[src/rtl/riscv_alu_div_iter_if.sv]
// ============================================================================
// Module      : riscv_alu_div_iter_if
// Description : Request/result handshake bundle for the iterative divider.
// Revision    : 1.0 - initial release
// ============================================================================
`default_nettype none

interface riscv_alu_div_iter_if #(
    parameter int WIDTH = 32
);
    logic             valid_i;
    logic             ready_o;
    logic [WIDTH-1:0] opa_i;
    logic [WIDTH-1:0] opb_i;
    logic [1:0]       opcode_i;
    logic             kill_i;
    logic             valid_o;
    logic             ready_i;
    logic [WIDTH-1:0] result_o;

    modport slave (
        input  valid_i, opa_i, opb_i, opcode_i, kill_i, ready_i,
        output ready_o, valid_o, result_o
    );

    modport master (
        output valid_i, opa_i, opb_i, opcode_i, kill_i, ready_i,
        input  ready_o, valid_o, result_o
    );
endinterface

`default_nettype wire

[src/rtl/riscv_alu_div_iter.sv]
// ============================================================================
// Module      : riscv_alu_div_iter
// Description : Radix-2 restoring divider (udiv/div/urem/rem), one bit per cycle.
// Revision    : 1.0 - initial release
// ============================================================================
`default_nettype none

module riscv_alu_div_iter #(
    parameter int WIDTH = 32
) (
    input  wire logic            clk,
    input  wire logic            rst,
    riscv_alu_div_iter_if.slave  bus
);

    localparam int               c_CNT_W    = $clog2(WIDTH + 1);
    localparam logic [1:0]       c_ST_IDLE   = 2'd0;
    localparam logic [1:0]       c_ST_DIVIDE = 2'd1;
    localparam logic [1:0]       c_ST_FINISH = 2'd2;
    localparam logic [WIDTH-1:0] c_MOST_NEG  = {1'b1, {(WIDTH-1){1'b0}}};
    localparam logic [WIDTH-1:0] c_ALL_ONES  = {WIDTH{1'b1}};

    logic [1:0]         r_state;
    logic [1:0]         w_state_next;
    logic [c_CNT_W-1:0] r_count;
    logic [WIDTH-1:0]   r_quot;
    logic [WIDTH-1:0]   r_divisor;
    logic [WIDTH:0]     r_rem;
    logic               r_neg_q;
    logic               r_neg_r;
    logic               r_sel_rem;
    logic [WIDTH-1:0]   r_result;

    logic               w_accept;
    logic               w_signed;
    logic               w_a_neg;
    logic               w_b_neg;
    logic [WIDTH-1:0]   w_a_abs;
    logic [WIDTH-1:0]   w_b_abs;
    logic               w_div_zero;
    logic               w_overflow;
    logic               w_special;
    logic [WIDTH-1:0]   w_special_res;
    logic [WIDTH+1:0]   w_rem_shift;
    logic [WIDTH+1:0]   w_diff;
    logic               w_qbit;
    logic [WIDTH:0]     w_rem_next;
    logic [WIDTH-1:0]   w_quot_next;
    logic [WIDTH-1:0]   w_q_final;
    logic [WIDTH-1:0]   w_r_final;
    logic               w_div_done;
    logic               w_ready;
    logic               w_valid;

    assign w_accept   = bus.valid_i && (r_state == c_ST_IDLE) && !bus.kill_i;
    assign w_signed   = bus.opcode_i[0];
    assign w_a_neg    = w_signed && bus.opa_i[WIDTH-1];
    assign w_b_neg    = w_signed && bus.opb_i[WIDTH-1];
    assign w_a_abs    = w_a_neg ? -bus.opa_i : bus.opa_i;
    assign w_b_abs    = w_b_neg ? -bus.opb_i : bus.opb_i;
    assign w_div_zero = (bus.opb_i == '0);
    assign w_overflow = w_signed && (bus.opa_i == c_MOST_NEG) && (bus.opb_i == c_ALL_ONES);
    assign w_special  = w_div_zero || w_overflow;

    // Corner cases bypass the iteration: divide-by-zero wins over overflow
    // (the overflow divisor is non-zero, so they never coincide anyway).
    always_comb begin
        w_special_res = '0;
        if (w_div_zero) begin
            w_special_res = bus.opcode_i[1] ? bus.opa_i : c_ALL_ONES;
        end else begin
            w_special_res = bus.opcode_i[1] ? '0 : bus.opa_i;
        end
    end

    // The top bit of r_rem is always zero after a step, so bit WIDTH+1 of the
    // difference is a clean borrow flag.
    assign w_rem_shift = {r_rem, r_quot[WIDTH-1]};
    assign w_diff      = w_rem_shift - {2'b00, r_divisor};
    assign w_qbit      = ~w_diff[WIDTH+1];
    assign w_rem_next  = w_qbit ? w_diff[WIDTH:0] : w_rem_shift[WIDTH:0];
    assign w_quot_next = {r_quot[WIDTH-2:0], w_qbit};
    assign w_q_final   = r_neg_q ? -w_quot_next : w_quot_next;
    assign w_r_final   = r_neg_r ? -w_rem_next[WIDTH-1:0] : w_rem_next[WIDTH-1:0];
    assign w_div_done  = (r_state == c_ST_DIVIDE) && (r_count == '0);

    always_ff @(posedge clk) begin
        if (rst) begin
            r_state <= c_ST_IDLE;
        end else begin
            r_state <= w_state_next;
        end
    end

    always_comb begin
        w_state_next = r_state;
        w_ready      = 1'b0;
        w_valid      = 1'b0;
        case (r_state)
            c_ST_IDLE: begin
                w_ready = 1'b1;
                if (w_accept) begin
                    w_state_next = w_special ? c_ST_FINISH : c_ST_DIVIDE;
                end
            end
            c_ST_DIVIDE: begin
                if (r_count == '0) begin
                    w_state_next = c_ST_FINISH;
                end
            end
            c_ST_FINISH: begin
                w_valid = 1'b1;
                if (bus.ready_i) begin
                    w_state_next = c_ST_IDLE;
                end
            end
            default: w_state_next = c_ST_IDLE;
        endcase
        if (bus.kill_i) begin
            w_state_next = c_ST_IDLE;
        end
    end

    always_ff @(posedge clk) begin
        if (rst) begin
            r_count   <= '0;
            r_quot    <= '0;
            r_divisor <= '0;
            r_rem     <= '0;
            r_neg_q   <= 1'b0;
            r_neg_r   <= 1'b0;
            r_sel_rem <= 1'b0;
            r_result  <= '0;
        end else if (bus.kill_i) begin
            r_count  <= '0;
            r_result <= '0;
        end else if (w_accept) begin
            r_count   <= c_CNT_W'(WIDTH - 1);
            r_quot    <= w_a_abs;
            r_divisor <= w_b_abs;
            r_rem     <= '0;
            r_neg_q   <= w_a_neg ^ w_b_neg;
            r_neg_r   <= w_a_neg;
            r_sel_rem <= bus.opcode_i[1];
            if (w_special) begin
                r_result <= w_special_res;
            end
        end else if (r_state == c_ST_DIVIDE) begin
            r_quot <= w_quot_next;
            r_rem  <= w_rem_next;
            if (w_div_done) begin
                r_result <= r_sel_rem ? w_r_final : w_q_final;
            end else begin
                r_count <= r_count - 1'b1;
            end
        end else if ((r_state == c_ST_FINISH) && bus.ready_i) begin
            r_result <= '0;
        end
    end

    assign bus.ready_o  = w_ready;
    assign bus.valid_o  = w_valid;
    assign bus.result_o = r_result;

endmodule

`default_nettype wire
[src/flat_wrapper.sv]
// flat-port wrapper written by rule: the top's interface ports become plain ports
module riscv_alu_div_iter_flat 
#(
    parameter int WIDTH = 32
)
  (clk, rst, bus_valid_i, bus_opa_i, bus_opb_i, bus_opcode_i, bus_kill_i, bus_ready_i, bus_ready_o, bus_valid_o, bus_result_o);
  riscv_alu_div_iter_if #(.WIDTH(WIDTH)) bus_i ();
  input  wire logic clk;
  input  wire logic rst;
  input wire logic [$bits(bus_i.valid_i)-1:0] bus_valid_i;
  input wire logic [$bits(bus_i.opa_i)-1:0] bus_opa_i;
  input wire logic [$bits(bus_i.opb_i)-1:0] bus_opb_i;
  input wire logic [$bits(bus_i.opcode_i)-1:0] bus_opcode_i;
  input wire logic [$bits(bus_i.kill_i)-1:0] bus_kill_i;
  input wire logic [$bits(bus_i.ready_i)-1:0] bus_ready_i;
  output wire logic [$bits(bus_i.ready_o)-1:0] bus_ready_o;
  output wire logic [$bits(bus_i.valid_o)-1:0] bus_valid_o;
  output wire logic [$bits(bus_i.result_o)-1:0] bus_result_o;
  assign bus_i.valid_i = bus_valid_i;
  assign bus_i.opa_i = bus_opa_i;
  assign bus_i.opb_i = bus_opb_i;
  assign bus_i.opcode_i = bus_opcode_i;
  assign bus_i.kill_i = bus_kill_i;
  assign bus_i.ready_i = bus_ready_i;
  assign bus_ready_o = bus_i.ready_o;
  assign bus_valid_o = bus_i.valid_o;
  assign bus_result_o = bus_i.result_o;
  riscv_alu_div_iter #(.WIDTH(WIDTH)) u_core (.clk(clk), .rst(rst), .bus(bus_i));
endmodule
[config.mk]
export PLATFORM = sky130hd
export DESIGN_NAME = riscv_alu_div_iter_flat
export DESIGN_NICKNAME = d
export VERILOG_FILES = /design/src/rtl/riscv_alu_div_iter_if.sv /design/src/rtl/riscv_alu_div_iter.sv /design/src/flat_wrapper.sv
export SDC_FILE = /design/constraint.sdc
export NUM_CORES = 1
export LEC_CHECK = 0
export ABC_AREA = 0
export CORE_MARGIN = 8
export CORE_UTILIZATION = 55
export CTS_CLUSTER_SIZE = 12
export DETAILED_ROUTE_END_ITERATION = 6
export DONT_BUFFER_PORTS = 1
export GPL_TIMING_DRIVEN = 0
export PLACE_DENSITY = 0.7
export SLEW_MARGIN = 20
export SYNTH_ARGS = -nofsm -noshare
export SYNTH_HDL_FRONTEND = slang
export SYNTH_SLANG_ARGS = --single-unit
[constraint.sdc]
create_clock -name clk -period 7.44 [get_ports clk]
set_clock_uncertainty 0.15 [all_clocks]
set_input_delay 0 -clock clk [delete_from_list [all_inputs] [get_ports clk]]
set_output_delay 0 -clock clk [all_outputs]
set_load 0.02 [all_outputs]
Yosys cells after proc, flatten, opt, wreduce, memory -nomap -nowiden --
Cells that the tools add are included.
Cells by class: add/subtract/negate cells 6, equality and inequality tests 10, multiplexer cells 28, bitwise operators 4, reduce and logical (&&, ||, !) cells 23
Operator list (count):
- 32-bit 2-to-1 mux | 15
- 32-bit negation | 4
- 33-bit 2-to-1 mux | 3
- 32-bit == test (second input constant) | 2
- 34-bit by 32-bit subtractor with 34-bit output | 1
- 32-bit zero test | 1
- 5-bit 2-to-1 mux | 3
- 1-bit logical AND | 8
- 2-bit 2-to-1 mux | 4
- 2-bit AND reduction | 4
- 6-bit zero test | 1
- 2-bit != test (second input constant) | 3
- 2-bit one-hot mux with 3 select lines | 1
- 3-bit AND reduction | 2
- 6-bit by 1-bit subtractor with 6-bit output (second input constant) | 1
- 2-bit by 1-bit != test with 1-bit output (second input constant) | 2
- 3-bit by 1-bit != test with 1-bit output (second input constant) | 1
- 1-bit inverter | 3
- 3-bit nonzero test | 1
- 3-bit OR reduction | 1
- 2-bit by 1-bit == test with 1-bit output (second input constant) | 1
- 2-bit == test (second input constant) | 1
- 2-bit zero test | 1
- 1-bit 2-to-1 mux | 2
- other kinds (5) | 5
Storage, ports and cells: register bits 140, input bits 71, output and inout bits 34, logic and storage cells 81

Depth between registers and ports, before layout --
Gate-level depths: netlist (run 1).
depth in word-level cells 8, depth in mapped cells 27, gate-level depth less buffers 22

Worst setup path after synthesis (run 1) --
No wires, ideal clock.
path type register to register, start point reg u_core.r_rem[9], end point reg u_core.r_result[28], in the netlist u_core.bus.result_o[28], setup time 0.074 ns, arrival 5.149 ns, required time 7.216 ns, path slack 2.066 ns, cell stages (with the launch flop) 27, buffers on the path 5, clock period less this slack 5.374 ns, cell sequence dfxtp_1 -> ha_1 -> buf_4 -> nand4_1 -> or3_1 -> a211o_1 -> a31oi_4 -> o21a_1 -> buf_4 -> nor2_8 -> inv_4 -> buf_6 -> buf_2 -> buf_2 -> nor2_1 -> a21oi_1 -> ha_1 -> inv_1 -> a2111oi_0 -> o2111a_1 -> nand4_1 -> and2_1 -> o21bai_1 -> o41ai_1 -> xor2_1 -> a211o_1 -> o21ai_0
Between the ends: word-level cells in the longest chain between the ends 8, elaborated cells on any way between the ends 11, classes of those cells 3 x add/sub; 7 x mux; 1 x bitwise
RTL lines:
- from (decl) | RTL line riscv_alu_div_iter.sv:28 | logic [WIDTH:0] r_rem;
- from (signal assigned) | RTL line riscv_alu_div_iter.sv:150 | r_rem <= w_rem_next;
- 34-bit by 32-bit subtractor with 34-bit output | RTL line riscv_alu_div_iter.sv:79 | assign w_diff = w_rem_shift - {2'b00, r_divisor};
- 33-bit 2-to-1 mux or 1-bit inverter (tied branches) | RTL line riscv_alu_div_iter.sv:81, riscv_alu_div_iter.sv:80
- 32-bit negation, on equally long branches | RTL line riscv_alu_div_iter.sv:84, riscv_alu_div_iter.sv:83
- 32-bit 2-to-1 mux, on equally long branches | RTL line riscv_alu_div_iter.sv:84, riscv_alu_div_iter.sv:83
- 32-bit 2-to-1 mux * | RTL line riscv_alu_div_iter.sv:152 | r_result <= r_sel_rem ? w_r_final : w_q_final;
- 32-bit 2-to-1 mux * | RTL line riscv_alu_div_iter.sv:151 | if (w_div_done) begin
- 32-bit 2-to-1 mux * | RTL line riscv_alu_div_iter.sv:148 | end else if (r_state == c_ST_DIVIDE) begin
- 32-bit 2-to-1 mux * | RTL line riscv_alu_div_iter.sv:137 | end else if (w_accept) begin
- to (signal assigned) | RTL line riscv_alu_div_iter.sv:146 | r_result <= w_special_res;
- to (signal assigned) | RTL line riscv_alu_div_iter.sv:152
- to (decl) | RTL line riscv_alu_div_iter.sv:32 | logic [WIDTH-1:0] r_result;
Every way passes the cells marked *; elsewhere a longest branch is shown, timed or not. The select of a mux whose other input is x is not followed. A chain may end at the register's enable or synchronous reset.

Worst setup path after layout (run 1) --
start point reg u_core.r_rem[0], end point reg u_core.r_result[28], in the netlist u_core.bus.result_o[28]
Same word-level chain as after synthesis.

==> impl_metrics.py, run 1 <==
metrics = {
    "global_routing": {
        "grt_pass1_vias": 12900,
        "grt_usage_pct": 37.3,
        "use_met2_pct": 56.0,
        "grt.met3_usage_pct": 11.0,
        "busiest_layer": "met2",
        "overflow": 0,
        "antenna_found_initial": 0,
        "met1_usage_pct": 50.1,
        "grt_max_degree": 17,
        "grt_pass1_wl_um": 76100,
    },
    "die": {
        "die_w_um": 162,
        "core_area_mm2": 0.0210,
        "num_io_pins": 105,
        "rows": 53,
        "start_util_pct": 55.9,
        "die_area_mm2": 0.0262,
        "die_y_um": 162,
    },
    "timing": {
        "hold_viol": 0,
        "tns_ns": 0,
        "relSlewSlack_pct": 31.8,
        "period_share_pct": 91.9,
        "rsz0062_at_grt": "no",
        "slew_viol_final": 0,
        "setup_viol": 0,
        "finalCriticalPeriod_ns": 6.84,
        "tightest_slew_ns": 1.02,
        "fmax_mhz": 146,
        "holdWs_ns": 0.0183,
    },
    "clocking": {
        "cts-htree-levels": 4,
        "clockBufferDepth": 2,
        "cts_sinks": 140,
        "path_clk_slew_ns": 0.07,
        "numCtsBuffers": 17,
        "clk_latency_ns": 0.44,
        "cts_tree": "built",
        "cts_root_buf": "clkbuf_16",
    },
    "power": {
        "leakagePower_nw": 5.06,
        "clkPwrFrac_pct": 39.3,
        "seqPwrFrac_pct": 35.5,
        "p_int_w": 0.00151,
        "power_density_mw_per_mm2": 164,
        "switching_share_pct": 34.4,
        "switching_power_w": 0.000792,
        "pwr-share-comb_pct": 25.1,
        "peakVddDrop_uv": 141,
    },
    "placed_design": {
        "hpwlAfterDp_um": 37200,
        "place.gp.congestion": 1.02,
        "placedInstanceArea_mm2": 0.0121,
        "port_buffers": 0,
        "dp.cells": 1951,
    },
    "layout": {
        "finish.instance_area_mm2": 0.0140,
        "drive_gt1_share_pct": 3.85,
        "nNetsFinal": 1939,
        "diodes": 0,
        "final_cells": 2117,
        "syn2layout_area_growth_pct": 19.5,
    },
    "yosys": {
        "syn_area_per_cell_um2": 6.98,
        "synth_seq_cells": 140,
        "synth_edf_count": 0,
        "yosysUniqueCellTypes": 71,
        "ys_top_cells_by_area": "dfxtp_1 (24%), nor2_1 (7.9%), a21oi_1 (6.7%), nand2_1 (6.3%), xnor2_1 (5.8%)",
        "synth_most_common_cell": "nor2_1",
        "netlist.area_leader.share_pct": 23.9,
        "ys_seq_area_share_pct": 23.9,
        "yosys_most_used_dff": "dfxtp_1",
        "synthCells": 1676,
        "synth_top_area_cell": "dfxtp_1",
        "yosys_warnings": 0,
        "synthTopCellsByCount": "nor2_1 (247), nand2_1 (195), a21oi_1 (156)",
        "synth_area_mm2": 0.0117,
        "synthArstFlopShare_pct": 0,
        "syn-num-nets": 1786,
    },
    "critical_path": {
        "critPathMaxFanout": 10,
        "cp-start-kind": "register",
        "worstPathArrival_ns": 7.05,
        "crit_required_ns": 7.65,
        "critPathCaptureType": "register",
        "crit_type": "register to register",
    },
    "route": {
        "routed_via_density": 6.63,
        "vias": 14000,
        "first_pass_iters": 7,
        "wl_per_cell_um": 23.9,
        "antenna_left": 0,
        "drc": 0,
        "drt_iter0_markers": 2063,
        "routed_wl_um": 50500,
    },
    "status": {
        "status": "completed",
    },
    "min_path": {
        "hold_path.class": "input pin to register",
    },
    "run": {
        "maxCapViolCount": 0,
    },
}
## registers in the layout (all words and copies together) (netlist names)
signal,count
u_core.r_sel_rem,1
u_core.r_neg_r,1
u_core.r_divisor,32
u_core.r_count,6
u_core.bus.result_o,32
u_core.r_rem,33
u_core.r_state,2
u_core.r_quot,32
u_core.r_neg_q,1
## path summary, 6_finish.rpt
kind                                          endpoint  depth (start not counted)  slack, ns                              from
setup / recovery  u_core.bus.result_o[28]$_SDFFE_PP0P_                         22       0.60      u_core.r_rem[0]$_SDFFE_PP0P_
hold / removal       u_core.r_divisor[20]$_SDFFE_PP0P_                          4       0.02                     bus_opb_i[19]
setup reg to reg  u_core.bus.result_o[28]$_SDFFE_PP0P_                         22       0.60      u_core.r_rem[0]$_SDFFE_PP0P_
hold reg to reg       u_core.r_divisor[0]$_SDFFE_PP0P_                          2       0.32  u_core.r_divisor[0]$_SDFFE_PP0P_
## cell type report
cell class              count  area [um2]
multi-input cells        1360        8200
fillers                  1853        6960
flip-flops and latches    140        2800
repair buffers            134        1340
plain buffers             116         478
clock buffers              18         429
well taps                 275         344
inverters                  60         228
clock inverters            14         170
## critical path, stage by stage, from the launching register on
cell       delay [ns]
dfxtp_1          0.48
ha_1             0.27
nor2b_1          0.16
o31ai_1          0.65
a211o_1          0.34
a31oi_4          0.14
o21a_1           0.24
buf_4            0.19
nor2_8           0.17
buf_2            0.30
buf_2            0.36
mux2i_1          0.39
ha_1             0.28
inv_1            0.10
a2111oi_0        0.54
o2111a_1         0.30
nand4_1          0.21
and2_1           0.27
o21bai_1         0.18
o41ai_1          0.45
xor2_1           0.15
a211o_1          0.33
o21ai_0          0.08
## cells by family (layout without fill, tap and decap cells)
kind of cell | after synthesis | in the layout | share of synthesized area, %
simple gates | 633 | 633 | 24.2
compound gates | 521 | 521 | 28.8
buf+inv | 176 | 342 | 6.03
flops | 140 | 140 | 23.9
xor+xnor | 138 | 138 | 10.3
fa+ha+maj | 39 | 39 | 4.23
mux | 29 | 29 | 2.53
## stage by stage
| stage | utilization [%] | worst slack (ns) | total power [W] |
|---|---|---|---|
| 6_report | 66.8 | 0.599 | 0.00230 |
| 5_1_grt | 66.8 | 0.333 | 0.00236 |
| 3_5_place_dp | 57.5 | 0.810 | 0.00130 |
| 4_1_cts | 66.8 | 0.750 | 0.00226 |
| 2_1_floorplan | - | 2.07 | 0.00116 |
| 3_3_place_gp | 57.5 | 0.856 | 0.00129 |
## routing by layer
| metal | vias up | wire [um] |
|---|---|---|
| met3 | 142 | 6750 |
| met1 | 6575 | 20700 |
| li1 | 6346 | - |
| met2 | 981 | 21400 |
| met5 | - | 0 |
| met4 | 0 | 1600 |
## cells in the final DEF, fill, tap and decap left out, drive strengths merged, types with 14 or more instances in the layout
master and instances:
clkbuf 104, xor2 60, nand4 24, nor2 249
xnor2 78, a21oi 156, a211oi 35, o41ai 19
nor4 16, nand2 195, a311oi 32, nand3 24
a31oi 44, ha 38, dfxtp 140, nand2b 14
buf 30, mux2i 24, dlygate4sd3 134, o31ai 31
inv 69, o21ai 113, or3 17, nor3 43
## repair_timing
item / CTS / global route
buffers inserted: 0 / 0
hold buffers: 134 / 0
resized for setup: 0 / 0
endpoints found under the hold margin: 98 / 0
setup endpoints to repair: 0 / 0
## power by group through the flow
stage	combinational [W]	clock, W	sequential, W
floorplan	0.000337	0	0.000818
global route	0.000615	0.000929	0.000819
global placement	0.000460	0	0.000830
finish	0.000577	0.000905	0.000817
detailed placement	0.000463	0	0.000832
CTS	0.000549	0.000894	0.000814
Note: power is estimated with default switching activity, not from simulation.
==> run 2, diff against run 1 <==
CAP_MARGIN = 15   (was not set)
CTS_BUF_LIST = sky130_fd_sc_hd__clkbuf_4 sky130_fd_sc_hd__clkbuf_8 sky130_fd_sc_hd__clkbuf_16   (was not set)
==> run 2 against run 1 <==
Compared with the run above:
- the flow now finishes with violations (design-rule violations)
- sequential share of layout area hardly changed
- count of clock-buffer cells in the layout unchanged
- total power is 0.34% higher
- fmax grew 0.24%
- first-iteration DRC count fell by 0.19%
- register-to-register slack improved by 0.02 ns
- wire length barely moved
- setup slack better by 0.017 ns
- hold slack got worse by 0.0082 ns
- core utilization is essentially flat
- non-clock buffer count is the same
- global-route usage unchanged
- critical endpoint unchanged
- largest cell class unchanged
- largest power group unchanged
==> impl_metrics.py, run 2 (same netlist as run 1, synthesis figures left out) <==
metrics = {
    "status": {
        "status": "finished, violations left",
        "violations": "design-rule violations",
    },
    "route": {
        "routed_wl_um": 50500,
        "drt_iter0_markers": 2059,
        "antenna_left": 0,
        "highest_layer": "met4",
        "drc": 12,
        "wl_per_cell_um": 23.8,
        "wl_met2_um": 21500,
        "vias": 14000,
        "wl_met3_um": 6440,
        "routed_via_density": 6.61,
        "first_pass_iters": 7,
        "wl_met1_um": 20900,
    },
    "layout": {
        "top_register": "u_core.r_rem",
        "utilization_pct": 66.8,
        "diodes": 0,
        "syn2layout_area_growth_pct": 19.5,
        "final_cell_mix": "nor2_1 (247), nand2_1 (195), a21oi_1 (156)",
        "nNetsFinal": 1939,
        "layout_commonest_cell": "nor2_1",
        "largest_reg_flops": 33,
        "drive_gt1_share_pct": 3.91,
    },
    "placed_design": {
        "port_buffers": 0,
        "place.gp.congestion": 1.02,
        "hpwlAfterDp_um": 37200,
    },
    "global_routing": {
        "grt_pass1_vias": 12900,
        "grt_max_degree": 17,
        "grt_pass1_wl_um": 76100,
        "overflow": 0,
        "grt_usage_pct": 37.3,
        "antenna_found_initial": 0,
    },
    "power": {
        "peakVddDrop_uv": 142,
        "power_density_mw_per_mm2": 165,
        "leakagePower_nw": 5.06,
    },
    "critical_path": {
        "critPathCaptureType": "register",
        "crit_type": "register to register",
        "reg2regPathDepth": 22,
        "cp_cell_sequence": "ha_1, nor2b_1, o31ai_1, a211o_1, a31oi_4, o21a_1, buf_4, nor2_8, buf_2, buf_2, mux2i_1, ha_1, inv_1, a2111oi_0, o2111a_1, nand4_1, and2_1, o21bai_1, o41ai_1, xor2_1, a211o_1, o21ai_0",
        "reg2reg_slack_ns": 0.62,
        "slowest_stage": "o31ai_1",
        "r2r-start": "u_core.r_rem[0]$_SDFFE_PP0P_",
        "reg2reg_to": "u_core.bus.result_o[28]$_SDFFE_PP0P_",
        "critPathMaxFanout": 10,
        "crit_required_ns": 7.65,
        "worstPathArrival_ns": 7.03,
        "cp-start-kind": "register",
        "critPathMaxStageDelay_ns": 0.65,
    },
    "clocking": {
        "path_clk_slew_ns": 0.07,
        "numCtsBuffers": 17,
        "clk_latency_ns": 0.44,
        "cts-htree-levels": 4,
        "clockBufferDepth": 2,
        "cts_tree": "built",
        "cts_root_buf": "clkbuf_16",
        "cts_setup_buffers": 0,
        "cts_sinks": 140,
    },
    "die": {
        "num_io_pins": 105,
        "die_w_um": 162,
        "die_area_mm2": 0.0262,
        "rows": 53,
        "start_util_pct": 55.9,
        "die_y_um": 162,
        "core_area_mm2": 0.0210,
    },
    "timing": {
        "relSlewSlack_pct": 32.4,
        "finalCriticalPeriod_ns": 6.82,
        "tightest_slew_ns": 1.01,
        "hold_viol": 0,
        "slew_viol_final": 0,
        "tns_ns": 0,
        "period_share_pct": 91.7,
        "rsz0062_at_grt": "no",
        "setup_viol": 0,
        "fmax_mhz": 147,
    },
    "min_path": {
        "worst_hold_startpoint": "bus_opb_i[19]",
        "min_path_cells": 4,
        "hold_path.class": "input pin to register",
        "whs_endpoint": "u_core.r_divisor[20]$_SDFFE_PP0P_",
    },
    "run": {
        "maxCapViolCount": 0,
    },
}
==> run 2: changes by cell type in the layout (fill, tap and decap cells not counted) <==
cell / before / now
clkbuf_1: 87 / 86
clkbuf_4: 0 / 1
==> run 2: final cells by class <==
class	instances	area, um2
multi-input combinational	1360	8200
fill	1851	6960
sequential	140	2800
timing repair buffer	134	1340
buffer	116	478
clock buffer	18	433
tap	275	344
inverter	60	228
clock inverter	14	170
==> run 2: metrics by stage <==
| step | hold WS [ns] | setup slack (ns) | cell area, um2 | total power (W) | std cells |
|---|---|---|---|---|---|
| finish | 0.0101 | 0.616 | 14000 | 0.00231 | 2117 |
| global route | 0.0145 | 0.333 | 14000 | 0.00237 | 2117 |
| CTS | 0.000238 | 0.750 | 14000 | 0.00226 | 2117 |
| detailed placement | 0.000798 | 0.810 | 12100 | 0.00130 | 1951 |
| global placement | 0.00490 | 0.856 | 12100 | 0.00129 | 1951 |
| floorplan | -0.0140 | 2.07 | 11700 | 0.00116 | 1676 |
==> run 2: worst max-delay path, delay by kind of cell (launching register included) <==
family	cells	cell delay [ns]
AO/OA/AOI/OAI	10	3.22
XOR/XNOR	1	0.15
adder cells (fa/ha/maj)	2	0.56
buffers and inverters	4	0.95
flip-flops	1	0.48
multiplexers	1	0.38
AND/OR/NAND/NOR	4	0.81
==> run 2: worst max-delay path by stage <==
| stage | start | to | slack (ns) | cells past startpoint |
|---|---|---|---|---|
| after floorplan | u_core.r_rem[9]$_SDFFE_PP0P_ | u_core.bus.result_o[28]$_SDFFE_PP0P_ | 2.07 | 26 |
| after global placement | u_core.r_rem[0]$_SDFFE_PP0P_ | u_core.bus.result_o[28]$_SDFFE_PP0P_ | 0.86 | 22 |
| after detailed placement | u_core.r_rem[0]$_SDFFE_PP0P_ | u_core.bus.result_o[28]$_SDFFE_PP0P_ | 0.81 | 22 |
| after CTS | u_core.r_rem[0]$_SDFFE_PP0P_ | u_core.bus.result_o[28]$_SDFFE_PP0P_ | 0.75 | 22 |
| after global routing | u_core.r_divisor[24]$_SDFFE_PP0P_ | u_core.bus.result_o[28]$_SDFFE_PP0P_ | 0.33 | 27 |
| final | u_core.r_rem[0]$_SDFFE_PP0P_ | u_core.bus.result_o[28]$_SDFFE_PP0P_ | 0.62 | 22 |
==> run 2: where the power goes <==
part           internal, W  switching [W]
clock             0.000512       0.000401
sequential        0.000779      0.0000385
combinational     0.000220       0.000357
total              0.00151       0.000796
==> run 2: timing repair <==
item / 4_1_cts / 5_1_grt
hold endpoints to repair: 98 / 0
gates resized for setup: 0 / 0
hold buffers: 134 / 0
==> run 2: routing by layer <==
layer  track usage, %  up-vias
li1                 -     6340
met1             50.1     6548
met2             56.0      957
met3             11.0      147
met4             12.5        0
met5                0        -
==> run 3, diff against run 2 <==
CORE_UTILIZATION = 25   (was 55)
PLACE_DENSITY = not set   (was 0.7)
==> run 3 against run 2 <==
Compared with the run above:
- the run now ends clean
- clock power down 3.1%
- fmax down 0.70%
- count of clock-buffer cells in the layout up 1
- critical path depth up 4
- total power down 1.3%
- die area up 110%
- hold slack worse by 0.0062 ns
- critical path type unchanged
- critical endpoint unchanged
- highest routed layer unchanged
==> impl_metrics.py, run 3 (same netlist as run 1, synthesis figures left out) <==
metrics = {
    "status": {
        "status": "completed",
    },
    "placed_design": {
        "place.gp.congestion": 0.971,
        "port_buffers": 0,
        "hpwlAfterDp_um": 41300,
        "placedInstanceArea_mm2": 0.0125,
        "dp_slack_ns": 0.764,
    },
    "timing": {
        "holdWs_ns": 0.00392,
        "fmax_mhz": 146,
        "setup_viol": 0,
        "finalCriticalPeriod_ns": 6.87,
        "timing.final.ws_setup_ns": 0.568,
        "tightest_slew_ns": 1.08,
        "tns_ns": 0,
        "slew_viol_final": 0,
        "rsz0062_at_grt": "no",
        "period_share_pct": 92.4,
        "relSlewSlack_pct": 27.5,
        "hold_viol": 0,
    },
    "route": {
        "antenna_left": 0,
        "drc": 0,
        "vias": 13800,
        "first_pass_iters": 6,
        "drt_iter0_markers": 1480,
        "wl_per_cell_um": 21.9,
        "routed_via_density": 5.65,
        "routed_wl_um": 53700,
    },
    "global_routing": {
        "grt_pass1_wl_um": 80500,
        "antenna_found_initial": 0,
        "grt_pass1_vias": 13100,
        "overflow": 0,
        "grt_max_degree": 17,
        "grt_usage_pct": 19.2,
    },
    "layout": {
        "diodes": 0,
        "final_cell_mix": "nor2_1 (247), nand2_1 (195), a21oi_1 (156)",
        "syn2layout_area_growth_pct": 23.0,
        "drive_gt1_share_pct": 3.91,
        "layout_commonest_cell": "nor2_1",
        "finish.instance_area_mm2": 0.0144,
        "top_register": "u_core.r_rem",
        "nNetsFinal": 1940,
        "utilization_pct": 31.1,
        "largest_reg_flops": 33,
    },
    "min_path": {
        "hold_path.class": "input pin to register",
    },
    "die": {
        "core_area_mm2": 0.0464,
        "die_w_um": 232,
        "start_util_pct": 25.3,
        "die_y_um": 232,
        "num_io_pins": 105,
        "rows": 79,
        "die_area_mm2": 0.0540,
    },
    "clocking": {
        "ctsResizeCount": 0,
        "path_clk_slew_ns": 0.07,
        "cts-htree-levels": 4,
        "cts_sinks": 140,
        "clk_latency_ns": 0.46,
        "cts_root_buf": "clkbuf_16",
        "numCtsBuffers": 17,
        "clockBufferDepth": 2,
        "cts_tree": "built",
    },
    "critical_path": {
        "worstPathArrival_ns": 7.09,
        "r2r-start": "u_core.r_rem[9]$_SDFFE_PP0P_",
        "critPathMaxFanout": 10,
        "reg2reg_to": "u_core.bus.result_o[28]$_SDFFE_PP0P_",
        "cp-endpoint": "u_core.bus.result_o[28]$_SDFFE_PP0P_",
        "reg2regPathDepth": 26,
        "crit_type": "register to register",
        "crit_family": "compound AO/OA/AOI/OAI gates",
        "path_depth": 26,
        "reg2reg_slack_ns": 0.57,
        "cp-start-kind": "register",
        "slowest_stage": "dfxtp_1",
        "crit_buf_inv": 7,
        "critPathCaptureType": "register",
        "crit_required_ns": 7.66,
        "startpoint": "u_core.r_rem[9]$_SDFFE_PP0P_",
        "critPathMaxStageDelay_ns": 0.58,
    },
    "power": {
        "switching_power_w": 0.000776,
        "clkPwrFrac_pct": 38.8,
        "switching_share_pct": 34.1,
        "peakVddDrop_uv": 147,
        "pwr-share-comb_pct": 25.4,
        "p_int_w": 0.00150,
        "seqPwrFrac_pct": 35.7,
        "leakagePower_nw": 5.05,
        "power_density_mw_per_mm2": 158,
    },
    "run": {
        "maxCapViolCount": 0,
    },
}
-- run 3: cell types whose count changed in the layout (fill, tap and decap cells not counted), sizes merged --
cell,delta
dlygate4sd3,+1
clkinv,+3
clkbuf,+1
clkinvlp,+3
inv,-7
-- run 3: worst register-to-register path, stage by stage (launching register included) --
cell and delay, ns:
dfxtp_1 0.58, ha_1 0.21, buf_4 0.17, nand4_1 0.15, or3_1 0.42, a211o_1 0.36, a31oi_4 0.26, o21a_1 0.17
buf_4 0.23, nor2_8 0.09, inv_4 0.10, buf_6 0.17, buf_2 0.31, buf_2 0.35, nor2_1 0.07, a21oi_1 0.16
ha_1 0.24, inv_1 0.11, a2111oi_0 0.51, o2111a_1 0.28, nand4_1 0.18, and2_1 0.27, o21bai_1 0.19, o41ai_1 0.45
xor2_1 0.17, a211o_1 0.35, o21ai_0 0.08
-- run 3: routing by layer --
metal	share of wire, %	track usage, %
met5	0	0
met2	44	30.1
met3	11	4.30
met1	41	25.2
met4	4.1	7.79
-- run 3: through the flow --
step / std cells / power, W
after detailed placement: 2283 / 0.00130
after CTS: 2450 / 0.00226
after global placement: 2283 / 0.00129
after floorplan: 1676 / 0.00116
after global routing: 2450 / 0.00236
final: 2450 / 0.00228
-- run 3: worst min-delay path by stage --
stage                              from                                    to  slack [ns]  cells after the start
after detailed placement   bus_opb_i[0]      u_core.r_divisor[0]$_SDFFE_PP0P_      -0.005                      2
after global routing      bus_opa_i[29]  u_core.bus.result_o[29]$_SDFFE_PP0P_        0.02                      6
after floorplan            bus_opb_i[0]      u_core.r_divisor[0]$_SDFFE_PP0P_       -0.01                      2
final                     bus_opa_i[30]  u_core.bus.result_o[30]$_SDFFE_PP0P_       0.004                      4
after CTS                 bus_opa_i[30]  u_core.bus.result_o[30]$_SDFFE_PP0P_       0.001                      4
after global placement     bus_opb_i[0]      u_core.r_divisor[0]$_SDFFE_PP0P_      -0.006                      2
-- run 3: final cells by class --
type | instances | area (um2)
Sequential cell | 140 | 2800
Timing Repair Buffer | 135 | 1350
Multi-Input combinational cell | 1360 | 8200
Clock inverter | 13 | 143
Tap cell | 607 | 759
Inverter | 60 | 228
Clock buffer | 19 | 440
Fill cell | 4887 | 32000
Buffer | 116 | 478
-- run 3: power by group through the flow --
| stage | clock [W] | sequential (W) | combinational, W |
|---|---|---|---|
| finish | 0.000884 | 0.000814 | 0.000580 |
| global route | 0.000919 | 0.000818 | 0.000622 |
| CTS | 0.000888 | 0.000813 | 0.000562 |
| detailed placement | 0 | 0.000829 | 0.000470 |
| global placement | 0 | 0.000829 | 0.000466 |
| floorplan | 0 | 0.000818 | 0.000337 |
-- run 3: what timing repair did --
item                      4_1_cts  5_1_grt
buffers inserted                0        0
hold buffers                  135        0
hold endpoints to repair      100        0
